File: src/rtl/ifetch_queue_pkg.sv
// Shared fetch-queue constants: FSM state encodings used by ifetch_queue.
package ifetch_queue_pkg;

  typedef enum logic [1:0] {
    IFQ_IDLE = 2'b00,
    IFQ_WAIT = 2'b01,
    IFQ_DROP = 2'b10
  } ifq_state_e;

endpackage

File: src/rtl/ifetch_queue_if.sv
// PC-side, instruction-memory and decode-side signals of the fetch queue.
// The queue itself uses the slave view; its environment uses the master view.
interface ifetch_queue_if #(
  parameter int AW = 32,
  parameter int DW = 32
);
  logic [AW-1:0] pc_in;
  logic          pc_valid;
  logic          pc_ready;
  logic          redirect;
  logic          mem_req;
  logic [AW-1:0] mem_addr;
  logic          mem_ack;
  logic [DW-1:0] mem_rdata;
  logic          ins_valid;
  logic [DW-1:0] ins_data;
  logic [AW-1:0] ins_pc;
  logic          ins_ready;

  modport slave (
    input  pc_in, pc_valid, redirect, mem_ack, mem_rdata, ins_ready,
    output pc_ready, mem_req, mem_addr, ins_valid, ins_data, ins_pc
  );

  modport master (
    output pc_in, pc_valid, redirect, mem_ack, mem_rdata, ins_ready,
    input  pc_ready, mem_req, mem_addr, ins_valid, ins_data, ins_pc
  );
endinterface

File: src/rtl/ifq_fifo.sv
// Synchronous DEPTH-entry FIFO with flush; head is registered storage, push-to-visible 1 cycle.
// Caller must not push when full or pop when empty; flush overrides push/pop.
module ifq_fifo #(
  parameter int DEPTH = 4,
  parameter int W     = 64,
  parameter int CW    = $clog2(DEPTH + 1)
) (
  input  logic          CLK,
  input  logic          Reset,
  input  logic          push_i,
  input  logic [W-1:0]  push_dat_i,
  input  logic          pop_i,
  input  logic          flush_i,
  output logic [CW-1:0] count_o,
  output logic          vld_o,
  output logic [W-1:0]  head_dat_o
);
  localparam int PW = $clog2(DEPTH);

  logic [W-1:0]  mem_q [DEPTH];
  logic [PW-1:0] wr_q, rd_q;
  logic [CW-1:0] cnt_q;

  // Storage is reset so the head reads zero out of reset.
  always_ff @(posedge CLK or negedge Reset) begin
    if (!Reset) begin
      wr_q  <= '0;
      rd_q  <= '0;
      cnt_q <= '0;
      for (int i = 0; i < DEPTH; i++) mem_q[i] <= '0;
    end else if (flush_i) begin
      wr_q  <= '0;
      rd_q  <= '0;
      cnt_q <= '0;
    end else begin
      if (push_i) begin
        mem_q[wr_q] <= push_dat_i;
        wr_q        <= wr_q + 1'b1;
      end
      if (pop_i) rd_q <= rd_q + 1'b1;
      if (push_i && !pop_i)      cnt_q <= cnt_q + 1'b1;
      else if (pop_i && !push_i) cnt_q <= cnt_q - 1'b1;
    end
  end

  assign count_o    = cnt_q;
  assign vld_o      = (cnt_q != '0);
  assign head_dat_o = mem_q[rd_q];
endmodule

File: src/rtl/ifetch_queue.sv
// Fetch queue: accepted PC -> mem_req next cycle, one outstanding read; ack -> ins_valid after 1 cycle
// (0 cycles with IFQ_BYPASS_EN). pc_ready drops when FIFO + in-flight fill DEPTH, or on redirect/DROP.
module ifetch_queue
  import ifetch_queue_pkg::*;
#(
  parameter int DEPTH = 4,
  parameter int AW    = 32,
  parameter int DW    = 32
) (
  input  logic          CLK,
  input  logic          Reset,
  ifetch_queue_if.slave bus
);
  localparam int CW = $clog2(DEPTH + 1);

  ifq_state_e     state_q, state_d;
  logic [AW-1:0]  addr_q, addr_d;
  logic [CW-1:0]  count;
  logic           fifo_vld;
  logic [AW+DW-1:0] head;
  logic           room, pc_ready_c, accept, ack_ok, push, pop;

  always_comb begin
    room       = (int'(count) + int'(state_q == IFQ_WAIT)) < DEPTH;
    pc_ready_c = Reset && !bus.redirect && room &&
                 (state_q == IFQ_IDLE || (state_q == IFQ_WAIT && bus.mem_ack));
    accept     = bus.pc_valid && pc_ready_c;
    ack_ok     = (state_q == IFQ_WAIT) && bus.mem_ack && !bus.redirect;
  end

`ifdef IFQ_BYPASS_EN
  logic byp;
  assign byp           = ack_ok && (count == '0);
  assign bus.ins_valid = fifo_vld || byp;
  assign bus.ins_data  = byp ? bus.mem_rdata : head[DW-1:0];
  assign bus.ins_pc    = byp ? addr_q : head[AW+DW-1:DW];
  // A bypassed word that decode takes immediately never enters the FIFO.
  assign push          = ack_ok && !(byp && bus.ins_ready);
`else
  assign bus.ins_valid = fifo_vld;
  assign bus.ins_data  = head[DW-1:0];
  assign bus.ins_pc    = head[AW+DW-1:DW];
  assign push          = ack_ok;
`endif

  assign pop          = fifo_vld && bus.ins_ready;
  assign bus.pc_ready = pc_ready_c;
  assign bus.mem_req  = (state_q != IFQ_IDLE);
  assign bus.mem_addr = addr_q;

  always_comb begin
    state_d = state_q;
    addr_d  = addr_q;
    case (state_q)
      IFQ_IDLE: if (accept) begin
        state_d = IFQ_WAIT;
        addr_d  = bus.pc_in;
      end
      IFQ_WAIT: begin
        if (bus.redirect) begin
          state_d = bus.mem_ack ? IFQ_IDLE : IFQ_DROP;
        end else if (bus.mem_ack) begin
          state_d = accept ? IFQ_WAIT : IFQ_IDLE;
          if (accept) addr_d = bus.pc_in;
        end
      end
      IFQ_DROP: if (bus.mem_ack) state_d = IFQ_IDLE;
      default:  state_d = IFQ_IDLE;
    endcase
  end

  always_ff @(posedge CLK or negedge Reset) begin
    if (!Reset) begin
      state_q <= IFQ_IDLE;
      addr_q  <= '0;
    end else begin
      state_q <= state_d;
      addr_q  <= addr_d;
    end
  end

  ifq_fifo #(.DEPTH(DEPTH), .W(AW + DW), .CW(CW)) u_fifo (
    .CLK        (CLK),
    .Reset      (Reset),
    .push_i     (push),
    .push_dat_i ({addr_q, bus.mem_rdata}),
    .pop_i      (pop),
    .flush_i    (bus.redirect),
    .count_o    (count),
    .vld_o      (fifo_vld),
    .head_dat_o (head)
  );
endmodule

File: src/flat_wrapper.sv
// flat-port wrapper written by rule: the top's interface ports become plain ports
module ifetch_queue_flat import ifetch_queue_pkg::*;
#(
  parameter int DEPTH = 4,
  parameter int AW    = 32,
  parameter int DW    = 32
)
  (CLK, Reset, bus_pc_in, bus_pc_valid, bus_redirect, bus_mem_ack, bus_mem_rdata, bus_ins_ready, bus_pc_ready, bus_mem_req, bus_mem_addr, bus_ins_valid, bus_ins_data, bus_ins_pc);
  ifetch_queue_if #(.AW(AW), .DW(DW)) bus_i ();
  input  logic CLK;
  input  logic Reset;
  input wire logic [$bits(bus_i.pc_in)-1:0] bus_pc_in;
  input wire logic [$bits(bus_i.pc_valid)-1:0] bus_pc_valid;
  input wire logic [$bits(bus_i.redirect)-1:0] bus_redirect;
  input wire logic [$bits(bus_i.mem_ack)-1:0] bus_mem_ack;
  input wire logic [$bits(bus_i.mem_rdata)-1:0] bus_mem_rdata;
  input wire logic [$bits(bus_i.ins_ready)-1:0] bus_ins_ready;
  output wire logic [$bits(bus_i.pc_ready)-1:0] bus_pc_ready;
  output wire logic [$bits(bus_i.mem_req)-1:0] bus_mem_req;
  output wire logic [$bits(bus_i.mem_addr)-1:0] bus_mem_addr;
  output wire logic [$bits(bus_i.ins_valid)-1:0] bus_ins_valid;
  output wire logic [$bits(bus_i.ins_data)-1:0] bus_ins_data;
  output wire logic [$bits(bus_i.ins_pc)-1:0] bus_ins_pc;
  assign bus_i.pc_in = bus_pc_in;
  assign bus_i.pc_valid = bus_pc_valid;
  assign bus_i.redirect = bus_redirect;
  assign bus_i.mem_ack = bus_mem_ack;
  assign bus_i.mem_rdata = bus_mem_rdata;
  assign bus_i.ins_ready = bus_ins_ready;
  assign bus_pc_ready = bus_i.pc_ready;
  assign bus_mem_req = bus_i.mem_req;
  assign bus_mem_addr = bus_i.mem_addr;
  assign bus_ins_valid = bus_i.ins_valid;
  assign bus_ins_data = bus_i.ins_data;
  assign bus_ins_pc = bus_i.ins_pc;
  ifetch_queue #(.DEPTH(DEPTH), .AW(AW), .DW(DW)) u_core (.CLK(CLK), .Reset(Reset), .bus(bus_i));
endmodule
File: config.mk
export PLATFORM = sky130hd
export DESIGN_NAME = ifetch_queue_flat
export DESIGN_NICKNAME = d
export VERILOG_FILES = /design/src/rtl/ifetch_queue_pkg.sv /design/src/rtl/ifetch_queue_if.sv /design/src/rtl/ifq_fifo.sv /design/src/rtl/ifetch_queue.sv /design/src/flat_wrapper.sv
export SDC_FILE = /design/constraint.sdc
export NUM_CORES = 1
export LEC_CHECK = 0
export BUFFER_PORTS_ARGS = -buffer_cell sky130_fd_sc_hd__buf_2
export CAP_MARGIN = 0
export CORE_MARGIN = 2
export CORE_UTILIZATION = 60
export CTS_CLUSTER_SIZE = 25
export DETAILED_ROUTE_END_ITERATION = 6
export PLACE_DENSITY = 0.79
export SETUP_SLACK_MARGIN = 0.4
export SLEW_MARGIN = 15
export SYNTH_ARGS = -nofsm -noshare
export SYNTH_HDL_FRONTEND = slang
export SYNTH_HIERARCHICAL = 1
export SYNTH_SLANG_ARGS = --single-unit
export TNS_END_PERCENT = 10
File: constraint.sdc
create_clock -name CLK -period 4.4 [get_ports CLK]
set_clock_uncertainty 0.15 [all_clocks]
set_input_delay 0.66 -clock CLK [delete_from_list [all_inputs] [get_ports CLK]]
set_output_delay 0.66 -clock CLK [all_outputs]
set_load 0.1 [all_outputs]
**Word level (Yosys, flattened, before mapping)**

Index checks and enable logic that the tools add are counted.

- Reduce and logical (&&, ||, !) cells: 24
- Add/subtract/negate cells: 5
- Multiplexer cells: 24
- Equal/unequal tests: 7
- Bitwise gates (word level): 3
- $lt $le $gt $ge: 4

Operators by type and width:

| kind | count |
|---|---|
| $bwmux W256 | 1 |
| $mux W64 | 3 |
| $bmux W64 S2 | 1 |
| $demux W64 S2 | 1 |
| $mux W32 | 3 |
| $pmux W32 S2 | 1 |
| $lt A32 B4 Y1 const B | 1 |
| $mux W2 | 9 |
| $logic_and A1 B1 Y1 | 10 |
| $mux W3 | 3 |
| $reduce_bool A2 Y1 | 4 |
| $ge A3 B3 Y1 const B | 2 |
| $ne A2 B2 Y1 const B | 3 |
| $not A2 Y3 | 2 |
| $pmux W2 S3 | 1 |
| $reduce_and A3 Y1 | 2 |
| $reduce_bool A3 Y1 | 2 |
| $add A2 B1 Y2 const B | 2 |
| $add A3 B1 Y4 | 1 |
| $add A3 B1 Y3 const B | 1 |
| $logic_not A1 Y1 | 3 |
| $lt A3 B1 Y1 const B | 1 |
| $ne A3 B3 Y1 const B | 1 |
| $sub A3 B1 Y3 const B | 1 |
| 8 further kinds | 8 |

- Flip-flop bits (word level): 297
- Output and inout port bits: 99
- Logic and storage cells: 76

**Logic depth before layout (Yosys ltp)**

Gate-level depths: netlist of the first run.

- Depth in word-level cells: 10
- Depth in mapped cells: 7

**Hierarchy**

Netlist of the first run, hierarchy kept.

By module, submodules not included:

| module | area each (um^2) | seq. area each (um^2) | cells each | instances |
|---|---|---|---|---|
| ifq_fifo | 12713.4 | 6581.3 | 659 | 1 |
| ifetch_queue | 1486.4 | 850.8 | 82 | 1 |

**Worst setup path after synthesis of the first run**

No wires, ideal clock.

- Path type: reg2reg
- Start point: reg u_core.u_fifo.cnt_q[2] (netlist: u_core/u_fifo/count_o[2])
- End point: reg u_core.u_fifo.cnt_q[2] (netlist: u_core/u_fifo/count_o[2])
- Data required time: 4.162 ns
- Cell stages (with the launch flop): 8
- Setup slack: 1.745 ns
- Setup time: 0.088 ns
- Period minus slack after synthesis: 2.655 ns
- Buffers on the path: 0
- Arrival time: 2.417 ns
- Path through: dfrtp_1 or3_1 and2_1 nor2b_1 fa_1 and3b_2 o21ai_0 nor3b_1

- Longest elaborated chain between the ends: 6
- Elaborated cells between the ends (all ways): 11
- Those cells by class: 2 x add/sub; 3 x mux; 6 x reduce/logical

RTL lines:

| element | RTL line | source |
|---|---|---|
| start: declaration | ifq_fifo.sv:22 | `logic [CW-1:0] cnt_q;` |
| start signal: assignment | ifq_fifo.sv:41 | `if (push_i && !pop_i) cnt_q <= cnt_q + 1'b1;` |
| start signal: assignment | ifq_fifo.sv:42 | `else if (pop_i && !push_i) cnt_q <= cnt_q - 1'b1;` |
| $reduce_bool A3 Y1 * | ifq_fifo.sv:47 | `assign vld_o = (cnt_q != '0);` |
| via bus_ins_valid | flat_wrapper.sv:21 | `output wire logic [$bits(bus_i.ins_valid)-1:0] bus_ins_valid;` |
| $logic_and A1 B1 Y1 * | ifetch_queue.sv:46 | `assign pop = fifo_vld && bus.ins_ready;` |
| via u_core.pop | ifetch_queue.sv:21 | `logic room, pc_ready_c, accept, ack_ok, push, pop;` |
| $logic_not A1 Y1 | ifq_fifo.sv:41 |  |
| $logic_and A1 B1 Y1 | ifq_fifo.sv:41 |  |
| $mux W3 | ifq_fifo.sv:41 |  |
| $mux W3 | ifq_fifo.sv:31 | `end else if (flush_i) begin` |

The timed path passes the listed nets; every way through them passes the cells marked *. The select of a mux whose other input is x is not followed.
A chain may end at the register's enable or synchronous reset.

**Final worst setup path of the first run**

- Start point: in Reset
- End point: out bus_pc_ready

- Longest elaborated chain between the ends: 3

RTL lines:

| element | RTL line | source |
|---|---|---|
| start: declaration | flat_wrapper.sv:11 | `input logic Reset;` |
| $logic_and A1 B1 Y1 (3 in a row) | ifetch_queue.sv:25 | `pc_ready_c = Reset && !bus.redirect && room &&` |
| end: declaration | flat_wrapper.sv:18 | `output wire logic [$bits(bus_i.pc_ready)-1:0] bus_pc_ready;` |

No other way between the ends.

==> results of run 1 <==
[report_power, final]
group	switching (mW)	total (mW)	internal (mW)
sequential	0.476	3.61	3.14
clock	1.05	2.65	1.61
combinational	3.73	4.99	1.26
total	5.25	11.3	6.00
[layout make-up]
| class | count | area [sq um] |
|---|---|---|
| Tap cell | 319 | 399 |
| Clock inverter | 15 | 178 |
| Sequential cell | 297 | 7440 |
| Inverter | 4 | 15.0 |
| Timing Repair Buffer | 173 | 916 |
| Antenna cell | 1 | 2.50 |
| Fill cell | 1543 | 7390 |
| Multi-Input combinational cell | 396 | 6130 |
| Clock buffer | 42 | 867 |
[worst min path at each step]
stage                                  startpoint                      end  cells past startpoint
after global routing                  bus_mem_ack        u_core/state_q[1]                      2
after floorplan                             Reset   u_core/bus.mem_addr[0]                      0
final                                 bus_mem_ack        u_core/state_q[1]                      2
after CTS                             bus_mem_ack        u_core/state_q[1]                      2
after detailed placement  u_core/u_fifo/mem_q[67]  u_core/u_fifo/mem_q[67]                      1
after global placement    u_core/u_fifo/mem_q[65]  u_core/u_fifo/mem_q[65]                      1
[flip-flops by register name, indices dropped and copies added (netlist names)]
| name | cells |
|---|---|
| u_core/u_fifo/rd_q | 2 |
| u_core/u_fifo/count_o | 3 |
| u_core/u_fifo/wr_q | 2 |
| u_core/state_q | 2 |
| u_core/bus.mem_addr | 32 |
| u_core/u_fifo/mem_q | 256 |
[per-stage QoR]
stage	worst slack [ns]	hold WS, ns	cell area (sq um)	utilization	total power [mW]
global route	0.861	0.131	15900	0.683	11.6
CTS	0.945	0.119	15900	0.683	11.4
detailed placement	1.31	0.339	14900	0.638	8.66
global placement	1.36	0.333	14900	0.638	8.62
finish	0.959	0.143	15900	0.683	11.3
floorplan	1.74	0.214	14200	-	7.85
[synthesized netlist by cell type (all sizes together)]
cell / count
o21ai: 1
nand3b: 1
nor4b: 1
mux4: 64
dfrtp: 297
clkbuf: 3
mux2: 288
nand4: 1
a21oi: 1
mux2i: 1
nand2: 5
a211oi: 2
xnor2: 3
or2b: 1
inv: 4
nand2b: 1
buf: 41
and3b: 1
or3: 1
nor3b: 2
ha: 4
nor2: 6
and3: 1
nor3: 1
nand4b: 2
and2: 1
nor2b: 2
and4bb: 1
xor2: 2
or2: 1
fa: 1
[critical path: stages]
cell and delay [ns]:
dlygate4sd3_1 0.60, buf_8 0.35, nor4b_4 0.34, and3_2 0.23, buf_2 0.41
[metal layers]
| layer | part of all wire | global-route usage | routed length, um |
|---|---|---|---|
| met1 | 0.47 | 0.318 | 12300 |
| met2 | 0.46 | 0.331 | 12000 |
| met3 | 0.040 | 0.0320 | 1040 |
| met4 | 0.024 | 0.0545 | 616 |
| met5 | 0 | 0 | 0 |
[cells by family after synthesis]
| group | share of synthesized area |
|---|---|
| flops | 0.523 |
| buf+inv | 0.0452 |
| compound gates | 0.00176 |
| mux | 0.402 |
| xor+xnor | 0.00308 |
| fa+ha+maj | 0.00493 |
| simple gates | 0.0197 |
[repair_timing]
item | 4_1_cts | 5_1_grt
endpoints found under the setup margin | 0 | 0
hold endpoints to repair | 46 | 0
hold buffers | 1 | 0
==> impl_metrics.py, run 1 <==
metrics = {
    "status": {
        "status": "complete, no violations",
    },
    "logic_synthesis": {
        "synthTopCellsByArea": "dfrtp_1, mux2_4, mux4_2, buf_12, mux2_2",
        "synthesis.nets": 816,
        "synth_cell_types": 37,
        "syn-cell-area_sq_mm": 0.0142,
        "post_synth.cell_area_avg_sq_um": 19.2,
        "synth_top_cell_area_share": 0.523,
        "synth-warning-count": 6,
        "synth_largest_area_cell": "dfrtp_1",
        "post_synth_inst_count": 741,
        "synth.yosys.seq_area_share": 0.523,
        "number_of_synthesized_register_bits": 297,
    },
    "sta": {
        "relSlewSlack": 0.297,
        "period_minus_slack_ns": 3.44,
        "period_share": 0.782,
        "worst_pin_slew_ns": 1.05,
        "fmax_mhz": 291,
        "final-hold-violation-count": 0,
        "maxSlewViolCount": 0,
        "grt_setup_unrepaired": "no",
        "timing.setup.tns_ns": 0,
        "final-setup-viol-count": 0,
    },
    "hold_path": {
        "hp-class": "input port to flip-flop",
    },
    "floorplan": {
        "ports_placed_on_the_boundary": 169,
        "floorplan.initialDensity": 0.609,
        "die_w_um": 158,
        "area_of_the_die_sq_mm": 0.0249,
        "rows": 56,
        "floorplan.core_area_sq_mm": 0.0233,
        "die_h_um": 158,
    },
    "clock_tree": {
        "clk_transition_reported_paths_ns": 0.06,
        "clkLatencyLatePin_ns": 0.54,
        "cts.sink_count": 297,
        "cts_made_buffers": 31,
        "cts-htree-levels": 1,
        "cts.path.max_buffers": 3,
        "cts.root.buffer_cell": "clkbuf_16",
        "post-cts-setup-buffers": 0,
        "cts_tree": "yes",
        "postCtsResizedCells": 0,
    },
    "routing": {
        "initialDrtViolationCount": 349,
        "drt-wirelength-per-cell_um": 20.8,
        "dr_total_vias": 7007,
        "total_drc_errors_in_the_routed_layout": 0,
        "drt-total-wl_mm": 26.0,
        "routed_via_density": 5.62,
        "iteration_count_of_the_initial_detailed_routing_pass": 4,
        "ant_nets": 0,
    },
    "finish": {
        "layout.cells.non_filler": 1247,
        "proportion_of_layout_cells_with_a_drive_suffix_above_1": 0.634,
        "mostFrequentLayoutCells": "dfrtp_1, mux2_4, buf_2",
        "areaGrowthSynthToFinish_pct": 12.3,
        "mostFrequentLayoutCell": "dfrtp_1",
        "number_of_nets_in_the_layout": 978,
    },
    "critical_path": {
        "timing.critical_path.to_type": "output port",
        "flop2flop_setup_slack_ns": 1.68,
        "worstPathMaxFanout": 49,
        "crit_type": "input port to output port",
        "start_kind": "input port",
        "arrival_ns": 2.63,
        "timing.critical_path.from": "Reset",
        "worstRegToRegCells": 4,
        "cp.required_ns": 3.59,
        "r2r_start": "u_core/state_q[1]",
        "crit_path_end": "bus_pc_ready",
        "r2r_end": "u_core/u_fifo/mem_q[13]",
    },
    "placed_design": {
        "portBuffers": 168,
        "cell_total_after_placement": 1188,
        "place.gp.congestion": 0.733,
        "dp_hpwl_mm": 14.9,
    },
    "power": {
        "power.leakage_nw": 8.45,
        "power_density_mw_per_mm2": 706,
        "power.ir.vdd_worst_mv": 0.657,
    },
    "global_route": {
        "grt_start_max_net_pins": 189,
        "overflow": 0,
        "grt_pass1_vias": 7531,
        "initial_antenna_violation_count": 1,
        "grt_util_all_layers": 0.213,
        "grt_first_pass_wirelength_mm": 41.7,
    },
    "flow_run": {
        "max_cap_viol_count": 0,
    },
}
Note: power is estimated with default switching activity, not from simulation.
==> inputs of run 2 (changes only) <==
--- a/config.mk
+++ b/config.mk
@@ -5,13 +5,14 @@
 export SDC_FILE = /design/constraint.sdc
 export NUM_CORES = 1
 export LEC_CHECK = 0
+export ABC_AREA = 1
 export BUFFER_PORTS_ARGS = -buffer_cell sky130_fd_sc_hd__buf_2
 export CAP_MARGIN = 0
 export CORE_MARGIN = 2
-export CORE_UTILIZATION = 60
+export CORE_UTILIZATION = 58
 export CTS_CLUSTER_SIZE = 25
 export DETAILED_ROUTE_END_ITERATION = 6
-export PLACE_DENSITY = 0.79
+export PLACE_DENSITY = 0.77
 export SETUP_SLACK_MARGIN = 0.4
 export SLEW_MARGIN = 15
 export SYNTH_ARGS = -nofsm -noshare
==> constraint.sdc (replaced) <==
create_clock -name CLK -period 3.45 [get_ports CLK]
set_clock_uncertainty 0.15 [all_clocks]
set_input_delay 0.5175 -clock CLK [delete_from_list [all_inputs] [get_ports CLK]]
set_output_delay 0.5175 -clock CLK [all_outputs]
set_load 0.1 [all_outputs]
==> impl_metrics.py, run 2 <==
metrics = {
    "finish": {
        "areaGrowthSynthToFinish_pct": 18.4,
        "layout.cells.non_filler": 1889,
        "largest_reg_flops": 256,
        "mostFrequentLayoutCell": "o21ai_0",
        "postLayoutCoreUtil": 0.697,
        "mostFrequentLayoutCells": "o21ai_0, nand2_1, dfrtp_1",
        "proportion_of_layout_cells_with_a_drive_suffix_above_1": 0.160,
        "design_area_sq_mm": 0.0152,
        "fillerInstances": 1664,
        "top_register": "u_core/u_fifo/mem_q",
        "number_of_nets_in_the_layout": 1661,
        "number_of_inserted_diodes": 0,
    },
    "logic_synthesis": {
        "synth_top_cell_area_share": 0.580,
        "synth_cell_types": 24,
        "synth_largest_area_cell": "dfrtp_1",
        "number_of_synthesized_register_bits": 297,
        "synth_edf_count": 0,
        "synth-async-reset-ratio": 1.00,
        "ys_dominant_reg_cell": "dfrtp_1",
        "netlist_top_cells_count": "o21ai_0, nand2_1, dfrtp_1",
        "post_synth.cell_area_avg_sq_um": 8.70,
        "synth.most_common_cell": "o21ai_0",
        "synthTopCellsByArea": "dfrtp_1, o21ai_0, nand2_1, nor2_1, o22ai_1",
        "syn-cell-area_sq_mm": 0.0128,
        "synthesis.nets": 1548,
        "synth-warning-count": 6,
        "post_synth_inst_count": 1473,
        "synth.yosys.seq_area_share": 0.580,
    },
    "placed_design": {
        "dp_hpwl_mm": 18.3,
        "portBuffers": 168,
        "pre_cts_ws_ns": 0.718,
        "cell_total_after_placement": 1830,
        "place.gp.congestion": 0.773,
        "placed_area_sq_mm": 0.0140,
    },
    "critical_path": {
        "r2r_start": "u_core/state_q[1]",
        "flop2flop_setup_slack_ns": 0.92,
        "worstRegToRegCells": 9,
        "arrival_ns": 2.37,
        "r2r_end": "u_core/u_fifo/mem_q[206]",
        "start_kind": "flip-flop",
        "crit_type": "flip-flop to output port",
        "timing.critical_path.to_type": "output port",
        "crit_path_end": "bus_ins_pc[22]",
        "worstPathMaxFanout": 64,
        "cp.required_ns": 2.78,
        "timing.critical_path.from": "u_core/u_fifo/rd_q[1]",
    },
    "routing": {
        "m1WireLength_mm": 13.6,
        "drt-total-wl_mm": 30.7,
        "total_drc_errors_in_the_routed_layout": 0,
        "routed_via_density": 5.64,
        "dr_total_vias": 10651,
        "drt-wirelength-per-cell_um": 16.2,
        "detailroute.wirelength.met3_mm": 2.38,
        "iteration_count_of_the_initial_detailed_routing_pass": 5,
        "initialDrtViolationCount": 997,
        "highest-signal-layer": "met4",
        "met2RoutedLength_mm": 14.5,
        "ant_nets": 0,
    },
    "clock_tree": {
        "cts.root.buffer_cell": "clkbuf_16",
        "cts-htree-levels": 1,
        "cts_tree": "yes",
        "cts.sink_count": 297,
        "cts_made_buffers": 31,
        "cts.path.max_buffers": 3,
        "clk_transition_reported_paths_ns": 0.06,
        "clkLatencyLatePin_ns": 0.54,
    },
    "sta": {
        "grt_setup_unrepaired": "yes",
        "period_minus_slack_ns": 3.03,
        "maxSlewViolCount": 0,
        "final-hold-violation-count": 35,
        "worst_pin_slew_ns": 0.825,
        "fmax_mhz": 330,
        "final-setup-viol-count": 0,
        "finalWorstSetupSlack_ns": 0.417,
        "holdWs_ns": -0.0663,
        "period_share": 0.879,
        "relSlewSlack": 0.450,
        "timing.setup.tns_ns": 0,
    },
    "global_route": {
        "overflow": 0,
        "grt_util_all_layers": 0.262,
        "grt_pass1_vias": 10021,
        "grt_start_max_net_pins": 159,
        "initial_antenna_violation_count": 0,
        "grt_first_pass_wirelength_mm": 51.1,
    },
    "power": {
        "power_density_mw_per_mm2": 974,
        "p_sw_mw": 7.46,
        "p_sw_frac": 0.505,
        "share_comb_of_total_power": 0.494,
        "power.leakage_nw": 7.49,
        "total_power_mw": 14.8,
        "seq_power_share": 0.292,
        "power.ir.vdd_worst_mv": 1.01,
        "p_int_mw": 7.31,
        "share_clk_of_total_power": 0.214,
    },
    "floorplan": {
        "ports_placed_on_the_boundary": 169,
        "die_h_um": 153,
        "rows": 54,
        "area_of_the_die_sq_mm": 0.0233,
        "floorplan.core_area_sq_mm": 0.0218,
        "floorplan.initialDensity": 0.589,
        "die_w_um": 153,
    },
    "status": {
        "violations": "negative hold slack",
        "status": "finished with violations",
    },
    "flow_run": {
        "max_cap_viol_count": 0,
    },
    "hold_path": {
        "hp-class": "input port to asynchronous set/reset pin",
    },
}
==> run 2: metal layers <==
layer  global-route usage  vias up
li1                     -     5114
met2                0.419      442
met3               0.0387       26
met5                    0        -
met4               0.0516        0
met1                0.388     5069
==> run 2: final cells by class <==
| cell class | instances | area (sq um) | area share |
|---|---|---|---|
| clock buffer | 47 | 906 | 0.0597 |
| timing repair buffer | 191 | 1510 | 0.0994 |
| sequential | 297 | 7440 | 0.490 |
| tap | 280 | 350 | 0.0231 |
| multi-input combinational | 984 | 4590 | 0.302 |
| inverter | 81 | 310 | 0.0205 |
| clock inverter | 9 | 72.6 | 0.00478 |
==> run 2: cells by family (layout without fill, tap and decap cells) <==
logic type                 Yosys count  after routing  synth area share
buffers and inverters              192            328            0.0665
AOI/OAI and AO/OA                  456            456             0.185
and+or+nand+nor                    523            523             0.163
adders and majority gates            5              5           0.00547
DFF                                297            297             0.580
==> run 2: worst min-delay path by stage <==
stage	start	endpoint	slack (ns)	cells past startpoint
finish	Reset	u_core/u_fifo/mem_q[213]	-0.07	2
global route	Reset	u_core/u_fifo/mem_q[85]	0.06	2
CTS	Reset	u_core/u_fifo/mem_q[164]	0.04	2
detailed placement	u_core/u_fifo/mem_q[165]	u_core/u_fifo/mem_q[165]	0.32	2
global placement	u_core/u_fifo/mem_q[190]	u_core/u_fifo/mem_q[190]	0.31	2
floorplan	Reset	u_core/bus.mem_addr[0]	0.07	0
==> run 2: critical path: stages, from the launching register on <==
cell and delay (ns):
dfrtp_2 0.38, buf_6 0.44, o21ai_0 0.17, o22ai_1 0.40, clkbuf_4 0.44
==> run 2: timing repair <==
item	CTS	global route
setup buffers	1	1
hold buffers	1	0
endpoints found under the hold margin	1	0
gates resized for setup	13	42
cloned	0	0
setup endpoints to repair	61	61
==> run 2: power by group through the flow <==
stage	sequential (mW)	clock (mW)	combinational (mW)
floorplan	5.44	0	4.43
global placement	4.37	0	7.01
detailed placement	4.38	0	7.07
CTS	4.32	3.22	7.17
global route	4.37	3.36	7.65
finish	4.32	3.16	7.29
